==> src/rtl/servo_pkg.sv <==
// Shared servo definitions for the solar tracker axes.
//
// Holds the default frame/pulse timing for a 100 MHz clock, the angle
// width used on the POS outputs, and the step-direction decision that
// both the horizontal and vertical drivers use at a step boundary.
package servo_pkg;

  // Angle in whole degrees, 0..MAX_DEG.
  localparam int ANGLE_W = 8;

  // Default timing at 100 MHz.
  localparam int DEF_PERIOD_CYC    = 2_000_000;  // 20 ms frame
  localparam int DEF_MIN_PULSE_CYC = 50_000;     // 0.5 ms at 0 degrees
  localparam int DEF_DEG_CYC       = 1_111;      // pulse growth per degree
  localparam int DEF_MAX_DEG       = 180;

  typedef enum logic [1:0] {
    STEP_HOLD = 2'd0,
    STEP_INC  = 2'd1,
    STEP_DEC  = 2'd2
  } step_dir_e;

  // Decide what one step boundary does to the angle. Conflicting
  // requests, no request, or a request into a bound all hold, so the
  // angle saturates instead of wrapping.
  function automatic step_dir_e step_decide(
    input logic               en,
    input logic               move_r,
    input logic               move_l,
    input logic [ANGLE_W-1:0] angle,
    input logic [ANGLE_W-1:0] max_angle
  );
    step_decide = STEP_HOLD;
    if (en && move_r && !move_l && (angle < max_angle)) begin
      step_decide = STEP_INC;
    end else if (en && move_l && !move_r && (angle != '0)) begin
      step_decide = STEP_DEC;
    end
  endfunction

endpackage

==> src/rtl/servo_frame_timer.sv <==
// Frame and step timing for a servo driver.
//
// The frame counter runs 0..PERIOD_CYC-1 continuously. The step counter
// advances once per frame and marks every STEP_FRAMES-th frame end as a
// step boundary, which is the only cycle the angle may change in.
//
// Ports:
//   clk, rst    - clock, asynchronous active-high reset
//   frame_cnt   - current position inside the frame
//   step_bound  - high in the last cycle of a frame that ends a step period
//   frame       - one-cycle strobe, high the cycle after the counter has
//                 wrapped to 0 (lines up with the first high PWM cycle)
module servo_frame_timer #(
  parameter int PERIOD_CYC  = 2_000_000,
  parameter int STEP_FRAMES = 1,
  parameter int CNT_W       = $clog2(PERIOD_CYC)
) (
  input  logic             clk,
  input  logic             rst,
  output logic [CNT_W-1:0] frame_cnt,
  output logic             step_bound,
  output logic             frame
);

  // Wide enough to hold STEP_FRAMES-1 and never zero width.
  localparam int STEP_W = $clog2(STEP_FRAMES + 1);

  logic [CNT_W-1:0]  frame_cnt_q, frame_cnt_d;
  logic [STEP_W-1:0] step_cnt_q, step_cnt_d;
  logic              wrap_d1_q, wrap_d1_d;
  logic              frame_q, frame_d;
  logic              wrap;
  logic              step_last;

  always_comb begin
    wrap        = (frame_cnt_q == CNT_W'(PERIOD_CYC - 1));
    step_last   = (step_cnt_q == STEP_W'(STEP_FRAMES - 1));
    frame_cnt_d = wrap ? '0 : frame_cnt_q + CNT_W'(1);
    step_cnt_d  = step_cnt_q;
    if (wrap) begin
      step_cnt_d = step_last ? '0 : step_cnt_q + STEP_W'(1);
    end
    // Two stages: the counter sits at 0 one cycle after wrap, and FRAME
    // is due the cycle after that, together with the registered PWM rise.
    // The frame that starts out of reset has no wrap, so no FRAME.
    wrap_d1_d = wrap;
    frame_d   = wrap_d1_q;
  end

  always_ff @(posedge clk or posedge rst) begin
    if (rst) begin
      frame_cnt_q <= '0;
      step_cnt_q  <= '0;
      wrap_d1_q   <= 1'b0;
      frame_q     <= 1'b0;
    end else begin
      frame_cnt_q <= frame_cnt_d;
      step_cnt_q  <= step_cnt_d;
      wrap_d1_q   <= wrap_d1_d;
      frame_q     <= frame_d;
    end
  end

  assign frame_cnt  = frame_cnt_q;
  assign step_bound = wrap & step_last;
  assign frame      = frame_q;

endmodule

==> src/rtl/horiz_servo_pwm.sv <==
// Horizontal-axis servo driver for the solar tracker.
//
// Holds the servo angle, steps it by one degree at step boundaries on
// request from the sweep logic, and produces the 50 Hz servo pulse whose
// width is kept incrementally in a pulse register (no multiplier).
//
// Ports:
//   CLK, RST   - clock, asynchronous active-high reset
//   EN         - servo enable; stepping only happens while high
//   MOVE_R     - level request for +1 degree at the next step boundary
//   MOVE_L     - level request for -1 degree at the next step boundary
//   PWM        - registered servo pulse, pulse-register cycles wide
//   PWM_limit  - high while the angle is MAX_DEG
//   PWM_zero   - high while the angle is 0
//   POS        - current angle in degrees
//   FRAME      - one-cycle strobe aligned with the first PWM cycle of a frame
//
// Build option: define SERVO_IDLE_EN to unpower the servo (PWM held low)
// while EN is low; output resumes at the first full frame after EN rises.
// Without it the pulse continues at the held angle for holding torque.
module horiz_servo_pwm
  import servo_pkg::*;
#(
  parameter int PERIOD_CYC    = DEF_PERIOD_CYC,
  parameter int MIN_PULSE_CYC = DEF_MIN_PULSE_CYC,
  parameter int DEG_CYC       = DEF_DEG_CYC,
  parameter int MAX_DEG       = DEF_MAX_DEG,
  parameter int RESET_DEG     = 90,
  parameter int STEP_FRAMES   = 1
) (
  input  logic               CLK,
  input  logic               RST,
  input  logic               EN,
  input  logic               MOVE_R,
  input  logic               MOVE_L,
  output logic               PWM,
  output logic               PWM_limit,
  output logic               PWM_zero,
  output logic [ANGLE_W-1:0] POS,
  output logic               FRAME
);

  localparam int CNT_W   = $clog2(PERIOD_CYC);
  localparam int PULSE_W = $clog2(MIN_PULSE_CYC + MAX_DEG * DEG_CYC + 1);
  localparam int CMP_W   = (CNT_W > PULSE_W) ? CNT_W : PULSE_W;

  logic [CNT_W-1:0]   frame_cnt;
  logic               step_bound;
  logic               frame;

  logic [ANGLE_W-1:0] angle_q, angle_d;
  logic [PULSE_W-1:0] pulse_q, pulse_d;
  logic               limit_q, limit_d;
  logic               zero_q, zero_d;
  logic               pwm_q, pwm_d;
  logic               in_pulse;
  step_dir_e          step_dir;

`ifdef SERVO_IDLE_EN
  // Set at a frame start while enabled; gates PWM so a frame entered
  // part-way after EN rises never emits a partial pulse.
  logic               pwm_on_q, pwm_on_d;
  logic               frame_start;
`endif

  servo_frame_timer #(
    .PERIOD_CYC  (PERIOD_CYC),
    .STEP_FRAMES (STEP_FRAMES),
    .CNT_W       (CNT_W)
  ) u_timer (
    .clk        (CLK),
    .rst        (RST),
    .frame_cnt  (frame_cnt),
    .step_bound (step_bound),
    .frame      (frame)
  );

  always_comb begin
    step_dir = step_decide(EN, MOVE_R, MOVE_L, angle_q, ANGLE_W'(MAX_DEG));
    angle_d  = angle_q;
    pulse_d  = pulse_q;
    // The step boundary is the last frame cycle, so a new pulse width is
    // first compared at frame count 0 and no pulse is cut or stretched.
    if (step_bound) begin
      case (step_dir)
        STEP_INC: begin
          angle_d = angle_q + ANGLE_W'(1);
          pulse_d = pulse_q + PULSE_W'(DEG_CYC);
        end
        STEP_DEC: begin
          angle_d = angle_q - ANGLE_W'(1);
          pulse_d = pulse_q - PULSE_W'(DEG_CYC);
        end
        default: begin
          angle_d = angle_q;
          pulse_d = pulse_q;
        end
      endcase
    end
    // Flags compare the next angle so they move on the same edge as POS.
    limit_d  = (angle_d == ANGLE_W'(MAX_DEG));
    zero_d   = (angle_d == '0);
    in_pulse = (CMP_W'(frame_cnt) < CMP_W'(pulse_q));
`ifdef SERVO_IDLE_EN
    frame_start = (frame_cnt == '0);
    pwm_on_d    = pwm_on_q;
    if (!EN) begin
      pwm_on_d = 1'b0;
    end else if (frame_start) begin
      pwm_on_d = 1'b1;
    end
    pwm_d = in_pulse & EN & (pwm_on_q | frame_start);
`else
    pwm_d = in_pulse;
`endif
  end

  always_ff @(posedge CLK or posedge RST) begin
    if (RST) begin
      angle_q <= ANGLE_W'(RESET_DEG);
      pulse_q <= PULSE_W'(MIN_PULSE_CYC + RESET_DEG * DEG_CYC);
      limit_q <= (RESET_DEG == MAX_DEG);
      zero_q  <= (RESET_DEG == 0);
      pwm_q   <= 1'b0;
    end else begin
      angle_q <= angle_d;
      pulse_q <= pulse_d;
      limit_q <= limit_d;
      zero_q  <= zero_d;
      pwm_q   <= pwm_d;
    end
  end

`ifdef SERVO_IDLE_EN
  always_ff @(posedge CLK or posedge RST) begin
    if (RST) begin
      pwm_on_q <= 1'b0;
    end else begin
      pwm_on_q <= pwm_on_d;
    end
  end
`endif

  assign PWM       = pwm_q;
  assign PWM_limit = limit_q;
  assign PWM_zero  = zero_q;
  assign POS       = angle_q;
  assign FRAME     = frame;

endmodule
==> config.mk <==
export PLATFORM = sky130hd
export DESIGN_NAME = horiz_servo_pwm
export DESIGN_NICKNAME = d
export VERILOG_FILES = /design/src/rtl/servo_pkg.sv /design/src/rtl/servo_frame_timer.sv /design/src/rtl/horiz_servo_pwm.sv
export SDC_FILE = /design/constraint.sdc
export NUM_CORES = 1
export LEC_CHECK = 0
export CORE_MARGIN = 2
export CORE_UTILIZATION = 60
export DETAILED_ROUTE_END_ITERATION = 10
export PLACE_DENSITY = 0.79
export SYNTH_ARGS = -nofsm -noshare
export SYNTH_HDL_FRONTEND = slang
export SYNTH_SLANG_ARGS = --single-unit
==> constraint.sdc <==
create_clock -name CLK -period 7 [get_ports CLK]
set_input_delay 2.1 -clock CLK [delete_from_list [all_inputs] [get_ports CLK]]
set_output_delay 2.1 -clock CLK [all_outputs]
set_load 0.1 [all_outputs]
Word level (Yosys, flattened, before mapping)
Cells that the tools add are included.
{"block": "totals", "register_bits": 53, "inputBits": 5, "elab_cells": 42}
{"block": "op_classes", "add_sub_neg": 6, "order_cmp": 2, "n_eq_ne": 4, "mux": 7, "bitwise": 2, "reduce_logical": 12}
{"cell": "one-hot mux 18 bit (2 select lines)", "count": 1}
{"cell": "adder 21 x 1 -> 21 bit, second input constant", "count": 1}
{"cell": "== test 21 bit, second input constant", "count": 1}
{"cell": "less-than comparator 21 x 18 -> 1 bit", "count": 1}
{"cell": "2-to-1 mux 21 bit", "count": 1}
{"cell": "adder 18 x 11 -> 18 bit, second input constant", "count": 1}
{"cell": "subtractor 18 x 11 -> 18 bit, second input constant", "count": 1}
{"cell": "one-hot mux 8 bit (2 select lines)", "count": 1}
{"cell": "adder 8 x 1 -> 8 bit, second input constant", "count": 1}
{"cell": "== test 8 bit, second input constant", "count": 1}
{"cell": "zero test 8 bit", "count": 1}
{"cell": "less-than comparator 8 bit, second input constant", "count": 1}
{"cell": "2-to-1 mux 8 bit", "count": 1}
{"cell": "nonzero test 8 bit", "count": 1}
{"cell": "subtractor 8 x 1 -> 8 bit, second input constant", "count": 1}
{"cell": "logical AND 1 bit", "count": 6}
{"cell": "2-to-1 mux 2 bit", "count": 2}
{"cell": "== test 2 x 1 -> 1 bit, second input constant", "count": 1}
{"cell": "== test 2 bit, second input constant", "count": 1}
{"cell": "zero test 1 bit", "count": 2}
{"cell": "AND reduction 2 bit", "count": 1}
{"cell": "nonzero test 2 bit", "count": 1}
{"cell": "adder 1 bit, second input constant", "count": 1}
{"cell": "AND 1 bit", "count": 1}
{"cell": "2 further kinds", "count": 2}

Depth between registers and ports, before layout
Gate-level depths: netlist of the first run.
{"block": "depth", "depth_word": 9, "ltp_mapped": 13}

Modules after synthesis
Synthesis of the first run repeated with hierarchy kept, for this count alone.
{"block": "hier_totals", "cells_unflattened": 411, "hier_area_um2": 3766.1}
{"module": "horiz_servo_pwm", "n_inst": 1, "cells_each": 306, "area_each_um2": 2660.1, "seq_area_each_um2": 742.0}
{"module": "servo_frame_timer", "n_inst": 1, "cells_each": 105, "area_each_um2": 1106.1, "seq_area_each_um2": 575.6}

Worst setup path before layout of the first run
No wires, ideal clock.
{"block": "synth_path", "kind": "input port to flip-flop", "start": "input port MOVE_R", "end": "register zero_q, in the netlist PWM_zero", "setup_time_ns": 0.067, "t_arrival_ns": 4.565, "required_time_ns": 6.933, "setup_slack_ns": 2.368, "stages": 11, "cell_sequence": "a21oi_1 -> nand3_1 -> inv_1 -> ha_1 -> a21oi_1 -> nand2b_1 -> nand3b_1 -> xor2_1 -> or4_1 -> o41ai_1 -> and3_1"}
{"block": "synth_via", "elab_chain_len": 9, "elab_cells_between_ends": 13, "classes_between": "eq/ne: 2; mux: 4; reduce/logical: 7"}
{"item": "start, declared", "line_no": "horiz_servo_pwm.sv:34", "rtl": "input logic MOVE_R,"}
{"item": "zero test 1 bit", "line_no": "servo_pkg.sv:36", "rtl": "end else if (en && move_l && !move_r && (angle != '0)) begin"}
{"item": "logical AND 1 bit (2 in a row)", "line_no": "servo_pkg.sv:36"}
{"item": "2-to-1 mux 2 bit", "line_no": "servo_pkg.sv:36"}
{"item": "2-to-1 mux 2 bit *", "line_no": "servo_pkg.sv:34", "rtl": "if (en && move_r && !move_l && (angle < max_angle)) begin"}
{"item": "== test 2 bit or == test 2 x 1 -> 1 bit (tied branches)", "line_no": "horiz_servo_pwm.sv:85", "rtl": "case (step_dir)"}
{"item": "one-hot mux 8 bit (2 select lines) *", "line_no": "horiz_servo_pwm.sv:85"}
{"item": "2-to-1 mux 8 bit *", "line_no": "horiz_servo_pwm.sv:84", "rtl": "if (step_bound) begin"}
{"item": "zero test 8 bit *", "line_no": "horiz_servo_pwm.sv:102", "rtl": "zero_d = (angle_d == '0);"}
{"item": "named net zero_d", "line_no": "horiz_servo_pwm.sv:54", "rtl": "logic zero_q, zero_d;"}
{"item": "end signal, assigned", "line_no": "horiz_servo_pwm.sv:123", "rtl": "zero_q <= (RESET_DEG == 0);"}
{"item": "end signal, assigned", "line_no": "horiz_servo_pwm.sv:129", "rtl": "zero_q <= zero_d;"}
{"item": "end, declared", "line_no": "horiz_servo_pwm.sv:54"}
The timed path passes the listed nets; every way through them passes the cells marked *.
A chain may end at the register's enable or synchronous reset.

Worst setup path after layout of the first run
{"block": "layout_path", "start": "input port MOVE_R", "end": "register limit_q, in the netlist PWM_limit"}
{"block": "layout_via", "elab_chain_len": 9, "elab_cells_between_ends": 13, "classes_between": "eq/ne: 3; mux: 4; reduce/logical: 6"}
{"item": "zero test 1 bit", "line_no": "servo_pkg.sv:36"}
{"item": "logical AND 1 bit (2 in a row)", "line_no": "servo_pkg.sv:36"}
{"item": "2-to-1 mux 2 bit", "line_no": "servo_pkg.sv:36"}
{"item": "2-to-1 mux 2 bit *", "line_no": "servo_pkg.sv:34"}
{"item": "== test 2 bit or == test 2 x 1 -> 1 bit (tied branches)", "line_no": "horiz_servo_pwm.sv:85"}
{"item": "one-hot mux 8 bit (2 select lines) *", "line_no": "horiz_servo_pwm.sv:85"}
{"item": "2-to-1 mux 8 bit *", "line_no": "horiz_servo_pwm.sv:84"}
{"item": "== test 8 bit *", "line_no": "horiz_servo_pwm.sv:101", "rtl": "limit_d = (angle_d == ANGLE_W'(MAX_DEG));"}
{"item": "named net limit_d", "line_no": "horiz_servo_pwm.sv:53", "rtl": "logic limit_q, limit_d;"}
{"item": "end signal, assigned", "line_no": "horiz_servo_pwm.sv:122", "rtl": "limit_q <= (RESET_DEG == MAX_DEG);"}
{"item": "end signal, assigned", "line_no": "horiz_servo_pwm.sv:128", "rtl": "limit_q <= limit_d;"}
{"item": "end, declared", "line_no": "horiz_servo_pwm.sv:53"}
Marked as above.

==> results of run 1 <==
==> synthesized netlist by cell type, drive strengths merged (3+ instances only) <==
cell / number / share of area
a211oi: 3 / 0.0061
a21o: 11 / 0.022
a21oi: 23 / 0.031
a31oi: 3 / 0.0051
and3: 4 / 0.0067
clkbuf: 7 / 0.0071
dfrtp: 39 / 0.26
dfstp: 13 / 0.092
ha: 40 / 0.13
inv: 32 / 0.032
mux2: 4 / 0.012
nand2: 38 / 0.038
nand2b: 4 / 0.0067
nand3: 13 / 0.018
nand4: 11 / 0.019
nor2: 30 / 0.030
nor3: 6 / 0.0081
nor3b: 3 / 0.0061
nor4: 3 / 0.0091
o21a: 9 / 0.018
o21ai: 27 / 0.036
o21bai: 6 / 0.012
o41ai: 3 / 0.0071
or3: 5 / 0.0084
or4: 5 / 0.010
xnor2: 23 / 0.054
xor2: 14 / 0.033
==> stage by stage <==
stage	total power, W	std cells
after floorplan	0.000311	409
after detailed placement	0.000317	492
after global placement	0.000316	492
final	0.000491	500
after CTS	0.000496	500
after global routing	0.000508	500
==> cell families (layout without fill, tap and decap cells) <==
| logic type | after synthesis | count (layout) | synth area share |
|---|---|---|---|
| xor+xnor | 37 | 37 | 0.0873 |
| flops | 52 | 52 | 0.355 |
| mux | 6 | 6 | 0.0175 |
| fa+ha+maj | 42 | 42 | 0.146 |
| compound gates | 100 | 100 | 0.172 |
| simple gates | 131 | 131 | 0.181 |
| buf+inv | 41 | 57 | 0.0421 |
==> worst paths after layout <==
kind / endpoint / from / slack [ps]
setup / recovery: PWM_limit / MOVE_R / 1530
hold / removal: u_timer.frame / u_timer.frame_d / 360
setup reg to reg: PWM_limit / POS[0] / 2830
hold reg to reg: u_timer.frame / u_timer.frame_d / 360
max in group asynchronous: pulse_q[8] / RST / 4120
min in group asynchronous: pulse_q[13] / RST / 2050
==> layout make-up <==
type,count,area [µm²],area share
multi-input cells,316,2240,0.556
flip-flops and latches,52,1320,0.327
repair buffers,17,168,0.0416
inverters,32,120,0.0298
well taps,75,93.8,0.0233
clock buffers,5,68.8,0.0171
clock inverters,3,21.3,0.00528
==> state kept, by name, indices dropped and copies added (netlist names) <==
| name | cells |
|---|---|
| POS | 8 |
| u_timer.frame_cnt | 21 |
| PWM_limit | 1 |
| PWM_zero | 1 |
| pulse_q | 18 |
| u_timer.frame | 1 |
| u_timer.frame_d | 1 |
| PWM | 1 |
==> per-layer routing <==
layer	routed length [µm]	up-vias	global-route usage
li1	-	1484	-
met2	4020	48	0.437
met4	144	0	0.0836
met3	217	16	0.0402
met5	0	-	0
met1	3650	1457	0.319
==> power breakdown <==
part	leakage (nW)	internal, W	total (W)	switching, W
Combinational	1.18	0.00000282	0.0000100	0.00000721
Clock	0.0445	0.0000713	0.000180	0.000109
Sequential	0.650	0.000301	0.000301	0
==> worst max-delay path: cells and delay by family <==
family                     cells  cell delay [ps]
xor gates and xnor gates       1              120
and+or+nand+nor                2              530
buffers and inverters          2             1110
adders and majority gates      1              430
AOI/OAI and AO/OA              6             1440
==> qor.csv, run 1 <==
metric,value,unit
hold_buf cts,0,
hold crit path type,reg2reg,
Nets,471,
Die Wd,82.7,µm
DR iter-0 viols,123,
Setup Skew,9.71,ps
Die Ht,82.7,µm
initial antenna violation count,0,
status,completed,
setup TNS,0,ps
share of synthesized registers carrying an async set or reset,1.00,
RSZ-0062 raised after global routing,no,
cell row count,28,
P per Cell Area,122,nW/µm²
Final Instance Area,4030,µm²
Worst setup EP type,register,
Worst-path clk slew,110,ps
"commonest non-fill, non-tap cells in the layout","ha_1 (40), dfrtp_1 (39), nand2_1 (38), inv_1 (31), nor2_1 (30)",
final setup fails,0,
CTS tree,yes,
RD Place Congestion,0.961,
vias per std cell,6.01,
Root Buffer,clkbuf_8,
Ys Warns,0,
die area,6830,µm²
Clock Latency Late Sink,320,ps
Num CTS Buffers,5,
"most used cell, CP",a21oi_1,
final worst slack,1530,ps
"EDFF count, synth",0,
first-pass GRT wire length,13.4,mm
total grt overflow,0,
Final Max Slew Viols,0,
Detailed Routing Iterations Pass 1,4,
post-layout util,0.676,
"commonest non-fill, non-tap cell in the layout",ha_1,
Slew @ Worst Pin,976,ps
Final HPWL DP,5.90,mm
"FF+latch count, synth",52,
WS Path Type,in2reg,
all-layer global routing usage,0.252,
Post-Route WL,8.03,mm
Remaining DRCs,0,
Min Hold Slack,358,ps
"Distinct cells, synth",49,
number of global-route vias before repair,2967,
leakage power,1.88,nW
R2R depth,12,
Post-Syn Nets,456,
CP max stage delay,640,ps
Post-synth top flop,dfrtp_1,
DR vias,3005,
max cap viols,0,
diode count,0,
post-synthesis instance total,409,
slowest CP cell,inv_1,
Clock Path Buffers,2,
Syn-to-layout area delta,8.49,%
# fillers,465,
WHS Path Cells,0,
peak supply drop,81.3,µV
critical path arrival,5720,ps
drt wl/cell,16.1,µm
Post-DRT Antenna Nets,0,
clock tree sinks,52,
"Avg Cell Area, Syn",9.08,µm²
Final Cycle Share,0.781,
PortBufs,16,
"Seq/Total Area, Yosys",0.355,
area of the mapped netlist,3710,µm²
min Tclk post-route,5470,ps
crit-path cells,"clkdlybuf4s50_1, a21oi_1, nand3_1, inv_1, ha_1, a21o_1, a21oi_1, o21bai_1, a21oi_1, xnor2_1, o41ai_1, and3b_1",
Startpoint Class,input pin,
Initial Util,0.624,
crit-path max FO,19,
Peak Freq,0.183,GHz
Post-CTS Setup Bufs,0,
core area,5960,µm²
relative slew slack,0.347,
largest net degree at the start of global routing,40,
Final Hold Vio Count,0,
share of layout cells above drive strength 1,0.0706,
DP Worst Slack,1280,ps
Post-CTS Resized,0,
htree depth,2,
Ports,17,
"Cell Area, Placed",3940,µm²
"Req. time, crit path",7250,ps
(Power assumes the default switching activity.)
==> run 2, diff against run 1 <==
--- a/config.mk
+++ b/config.mk
@@ -6,9 +6,9 @@
 export NUM_CORES = 1
 export LEC_CHECK = 0
 export CORE_MARGIN = 2
-export CORE_UTILIZATION = 60
+export CORE_UTILIZATION = 55
 export DETAILED_ROUTE_END_ITERATION = 10
-export PLACE_DENSITY = 0.79
+export PLACE_DENSITY = 0.76
 export SYNTH_ARGS = -nofsm -noshare
 export SYNTH_HDL_FRONTEND = slang
 export SYNTH_SLANG_ARGS = --single-unit
==> constraint.sdc (replaced) <==
create_clock -name CLK -period 5 [get_ports CLK]
set_input_delay 1.5 -clock CLK [delete_from_list [all_inputs] [get_ports CLK]]
set_output_delay 1.5 -clock CLK [all_outputs]
set_load 0.1 [all_outputs]
==> run 2 against run 1 <==
Critical path depth is 1 higher. Core utilization is 4.4 points lower. Critical endpoint is now pulse_q[17]. Combinational power rose by 42%. Register-to-register slack got worse by 1400 ps. Die area increased by 8.6%. Hold slack barely moved. First-iteration DRC count is 9.8% lower. Global-route usage decreased by 1.0 points. Cell count rose by 1.2%. Count of clock-buffer cells in the layout unchanged. Total power rose by 42%. Sequential cell count unchanged.
==> qor.csv, run 2 (synthesized netlist as in run 1, its figures left out) <==
metric,value,unit,change
Final HPWL DP,6.05,mm,was 5.90 mm
Post-CTS Resized,0,,unchanged
Worst-path clk slew,110,ps,about the same
"Req. time, crit path",5250,ps,was 7250 ps
core area,6420,µm²,was 5960 µm²
max cap viols,0,,unchanged
hold_buf cts,0,,unchanged
Die Wd,86.2,µm,was 82.7 µm
PortBufs,16,,unchanged
Post-CTS Setup Bufs,0,,unchanged
Post-DRT Antenna Nets,0,,unchanged
Detailed Routing Iterations Pass 1,5,,was 4
leakage power,1.90,nW,was 1.88 nW
cell row count,29,,was 28
total grt overflow,0,,unchanged
number of global-route vias before repair,3084,,was 2967
CTS tree,yes,,unchanged
DP Worst Slack,483,ps,was 1280 ps
vias per std cell,5.90,,was 6.01
total power draw,0.000698,W,was 0.000491 W
CP max stage delay,460,ps,was 640 ps
DR iter-0 viols,111,,was 123
Final Cycle Share,0.844,,
"commonest non-fill, non-tap cell in the layout",ha_1,,unchanged
min Tclk post-route,4220,ps,
RSZ-0062 raised after global routing,no,,unchanged
Min Hold Slack,358,ps,about the same
Top delay family on crit path,buffers and inverters,,was compound AO/OA/AOI/OAI gates
largest net degree at the start of global routing,34,,was 40
diode count,0,,unchanged
Worst setup EP type,register,,unchanged
CP bufs+invs,4,,was 2
DR vias,2985,,was 3005
Peak Freq,0.237,GHz,
Slew @ Worst Pin,983,ps,was 976 ps
Syn-to-layout area delta,9.47,%,was 8.49%
peak supply drop,114,µV,was 81.3 µV
htree depth,2,,unchanged
Die Ht,86.2,µm,was 82.7 µm
Root Buffer,clkbuf_8,,unchanged
Remaining DRCs,0,,unchanged
Final Max Slew Viols,0,,unchanged
RD Place Congestion,0.933,,was 0.961
first-pass GRT wire length,14.4,mm,was 13.4 mm
initial antenna violation count,0,,unchanged
Setup Skew,11.9,ps,was 9.71 ps
share of layout cells above drive strength 1,0.0793,,was 0.0706
Largest register FFs,21,,unchanged
Startpoint Class,input pin,,unchanged
# fillers,544,,was 465
setup TNS,0,ps,unchanged
relative slew slack,0.342,,was 0.347
Num CTS Buffers,5,,unchanged
P per Cell Area,172,nW/µm²,was 122 nW/µm²
Clock Latency Late Sink,320,ps,about the same
all-layer global routing usage,0.242,,was 0.252
Initial Util,0.578,,was 0.624
crit-path cells,"clkdlybuf4s50_1, a21oi_1, nand3_1, inv_1, buf_4, ha_1, inv_1, o31ai_1, or3_1, o21ai_1, o21ai_0, mux2i_1, xnor2_1",,"was clkdlybuf4s50_1, a21oi_1, nand3_1, inv_1, ha_1, a21o_1, a21oi_1, o21bai_1, a21oi_1, xnor2_1, o41ai_1, and3b_1"
Clock Path Buffers,2,,unchanged
Final Hold Vio Count,0,,unchanged
drt wl/cell,15.8,µm,was 16.1 µm
"commonest non-fill, non-tap cells in the layout","ha_1 (40), dfrtp_1 (39), nand2_1 (38), inv_1 (31), nor2_1 (30)",,unchanged
clock tree sinks,52,,unchanged
final worst slack,778,ps,was 1530 ps
Post-Route WL,7.99,mm,was 8.03 mm
crit-path max FO,12,,was 19
critical path arrival,4470,ps,was 5720 ps
"most used cell, CP",inv_1,,was a21oi_1
slowest CP cell,clkdlybuf4s50_1,,was inv_1
die area,7430,µm²,was 6830 µm²
Ports,17,,unchanged
final setup fails,0,,unchanged
WS Path Type,in2reg,,unchanged
hold crit path type,reg2reg,,unchanged
Nets,475,,was 471
status,completed,,unchanged
## run 2: changes by cell type in the layout (fill, tap and decap cells not counted)
cell      change
clkinv_2      -1
inv_6         +1
buf_4         +4
## run 2: final timing paths
path                                 start            end  slack (ps)  depth (start not counted)
max                                 MOVE_R    pulse_q[17]         780                         13
min                        u_timer.frame_d  u_timer.frame         360                          0
max reg2reg                         POS[0]    pulse_q[17]        1400                         13
min reg2reg                u_timer.frame_d  u_timer.frame         360                          0
max in group asynchronous              RST     pulse_q[1]        2590                          3
min in group asynchronous              RST    pulse_q[15]        1600                          2
## run 2: through the flow
stage	util	std cells	cell area, µm²
finish	0.633	506	4070
detailed placement	0.618	498	3970
global route	0.633	506	4070
global placement	0.618	498	3970
floorplan	-	409	3710
CTS	0.633	506	4070
## run 2: cell type report
| class | count | area (µm²) | share of cell area |
|---|---|---|---|
| Tap cell | 77 | 96.3 | 0.0237 |
| Clock buffer | 5 | 68.8 | 0.0169 |
| Sequential cell | 52 | 1320 | 0.324 |
| Timing Repair Buffer | 21 | 198 | 0.0486 |
| Clock inverter | 3 | 25.0 | 0.00616 |
| Multi-Input combinational cell | 316 | 2240 | 0.551 |
| Inverter | 32 | 120 | 0.0295 |
## run 2: worst reg2reg max path, stage by stage, from the launching register on
cell	delay (ps)
dfrtp_1	470
nor4_1	570
a21oi_1	140
nand3_1	130
inv_1	210
buf_4	260
ha_1	230
a21oi_1	240
o31ai_1	100
or3_1	310
o21ai_1	270
o21ai_0	220
mux2i_1	210
xnor2_1	150
## run 2: where the power goes
part           internal (W)  switching (W)
clock network      0.000103       0.000161
logic            0.00000395      0.0000103
registers          0.000421              0
total              0.000527       0.000171
## run 2: metal layers
metal	track usage	routed length, µm	vias to the layer above
met1	0.312	3610	1419
li1	-	-	1495
met3	0.0419	269	16
met4	0.0980	212	0
met5	0	0	-
met2	0.405	3890	55
==> variant: new RTL, flow settings as in run 2 <==
`DEF_PERIOD_CYC`: 2_000_000 -> 8_000_000.
--- a/src/rtl/servo_pkg.sv
+++ b/src/rtl/servo_pkg.sv
@@ -11,3 +11,3 @@
   // Default timing at 100 MHz.
-  localparam int DEF_PERIOD_CYC    = 2_000_000;  // 20 ms frame
+  localparam int DEF_PERIOD_CYC    = 8_000_000;  // 20 ms frame
   localparam int DEF_MIN_PULSE_CYC = 50_000;     // 0.5 ms at 0 degrees
Formal check against the unedited RTL: no difference found for any inputs over 10 cycles, from zero or initial values and one cycle with RST high; that may be too few to reach the edited logic, so the function may still have changed.
==> variant against run 2 <==
Count of clock-buffer cells in the layout increased by 1; critical path type unchanged; non-clock buffer count fell by 2; first-iteration DRC count is 81% higher; hold slack better by 0.0083 ns; highest routed layer unchanged; routed wire length up 9.2%; global-route usage about the same; synthesized area rose by 5.5%; critical path depth decreased by 2; register-to-register slack worse by 0.08 ns; combinational power increased by 20%; worst setup slack got worse by 0.23 ns; total power increased by 3.0%; cell area rose by 5.7%; sequential cell count is 2 higher.
==> variant: results (changes against run 2) <==
[clock_tree]
cts_made_buffers=5  ; unchanged
cts_resized=0  ; unchanged
htree_levels=2  ; unchanged
cts_max_path_buffers=2  ; unchanged
clock_latency_ns=0.32  ; about the same
cts_root_buf=clkbuf_8  ; unchanged
postCtsSetupBuffers=0  ; unchanged
clkSlewWorstSetupHoldPaths_ns=0.11  ; about the same

[worst_setup_path]
crit_arrival_ns=4.65  ; was 4.47 ns
crit_path_max_incr_delay_ns=0.55  ; was 0.46 ns
slowest_stage=or4_4  ; was clkdlybuf4s50_1
cp_max_fo=20  ; was 12
critPathTopFamily=simple AND/OR/NAND/NOR gates  ; was buffers and inverters
r2r_slack_ns=1.32  ; was 1.40 ns

[yosys]
synthTopCellsByArea=dfrtp_1 (26%), ha_1 (13%), dfstp_2 (8.7%)  ; was dfrtp_1 (26%), ha_1 (13%), dfstp_2 (9.2%)
synthTopCellsByCount=nand2_1 (44), dfrtp_1 (41), ha_1 (40)  ; was ha_1 (40), dfrtp_1 (39), nand2_1 (38)
syn-num-nets=486  ; was 456
yosysUniqueCellTypes=56  ; was 49
ys_seq_area_share_pct=34.9  ; was 35.5%
ys_warn_count=0  ; unchanged
syn_area_mm2=0.00392  ; was 0.00371 mm2
syn_inst=439  ; was 409
ys.flop_type=dfrtp_1  ; unchanged
async_flop_share_pct=100  ; unchanged

[placed_design]
gp_congestion=0.887  ; was 0.933
dpl.hpwl_um=6600  ; was 6050 um
port_buffers=16  ; unchanged
placed_cells=546  ; was 498
dp_slack_ns=0.298  ; was 0.483 ns

[sta]
slew_headroom_pct=35.3  ; was 34.2%
setup_slack_ns=0.551  ; was 0.778 ns
skew_ns=0.0175  ; was 0.0119 ns

[grt]
grt_max_degree=45  ; was 34
antenna_found_initial=0  ; unchanged
grt_pass1_wl_um=14900  ; was 14400 um
grt_pass1_vias=3183  ; was 3084
track_usage_pct=24.2  ; about the same

[finish]
largest_reg_flops=23  ; was 21
drive_above_1_share_pct=8.30  ; was 7.93%
layout.cells.non_filler=554  ; was 506
fillers=622  ; was 544
nets=504  ; was 475
diodes=0  ; unchanged

[min_path]
hold_path.class=flop to flop  ; unchanged

[power]
power.leakage_nw=1.95  ; was 1.90 nW
vdd_drop_max_mv=0.142  ; was 0.114 mV

[run_status]
status=finished, final reports clean  ; unchanged

[detailed_routing]
viasPerCell=5.90  ; about the same
drt_iter0_drc=201  ; was 111
wire_per_inst_um=15.7  ; was 15.8 um
firstDrtPassIters=4  ; was 5

variant: layer usage:
layer  global-route usage [%]  vias to the layer above  part of all wire [%]
li1                         -                     1623                     -
met1                     32.8                     1582                    47
met2                     41.1                       51                    48
met3                     2.99                       13                   3.0
met4                     6.47                        0                   1.5
met5                        0                        -                     0
variant: report_power, final:
part	total (mW)	switching (mW)	internal, mW
Sequential	0.437	0	0.437
Clock	0.265	0.151	0.114
Combinational	0.0170	0.0121	0.00484
Total	0.719	0.163	0.556
variant: per-stage QoR:
step | instance area (um2) | hold slack (ns)
2_1_floorplan | 3920 | 0.331
3_3_place_gp | 4200 | 0.332
3_5_place_dp | 4200 | 0.346
4_1_cts | 4300 | 0.372
5_1_grt | 4300 | 0.395
6_report | 4300 | 0.366
variant: cell families after synthesis:
family                     Yosys count  synth area share (%)
AOI/OAI and AO/OA                  124                  20.6
xor gates and xnor gates            36                  8.05
adders and majority gates           42                  13.8
buffers and inverters               38                  3.67
DFF                                 54                  34.9
and+or+nand+nor                    145                  18.9
variant: cell type report:
cell class              instances  area share (%)
multi-input cells             347            56.2
flip-flops and latches         54            31.8
repair buffers                 19            4.25
well taps                      96            2.80
inverters                      30            2.62
clock buffers                   6            1.92
clock inverters                 2           0.408
variant: path summary, 6_finish.rpt:
check	from	end	cells after the start
setup / recovery	MOVE_R	PWM_zero$_DFF_PP0_	11
hold / removal	u_timer.frame_d$_DFF_PP0_	u_timer.frame$_DFF_PP0_	0
setup reg to reg	POS[0]$_DFF_PP0_	PWM_zero$_DFF_PP0_	10
hold reg to reg	u_timer.frame_d$_DFF_PP0_	u_timer.frame$_DFF_PP0_	0
max in group asynchronous	RST	pulse_q[8]$_DFFE_PP1P_	3
min in group asynchronous	RST	u_timer.frame$_DFF_PP0_	2
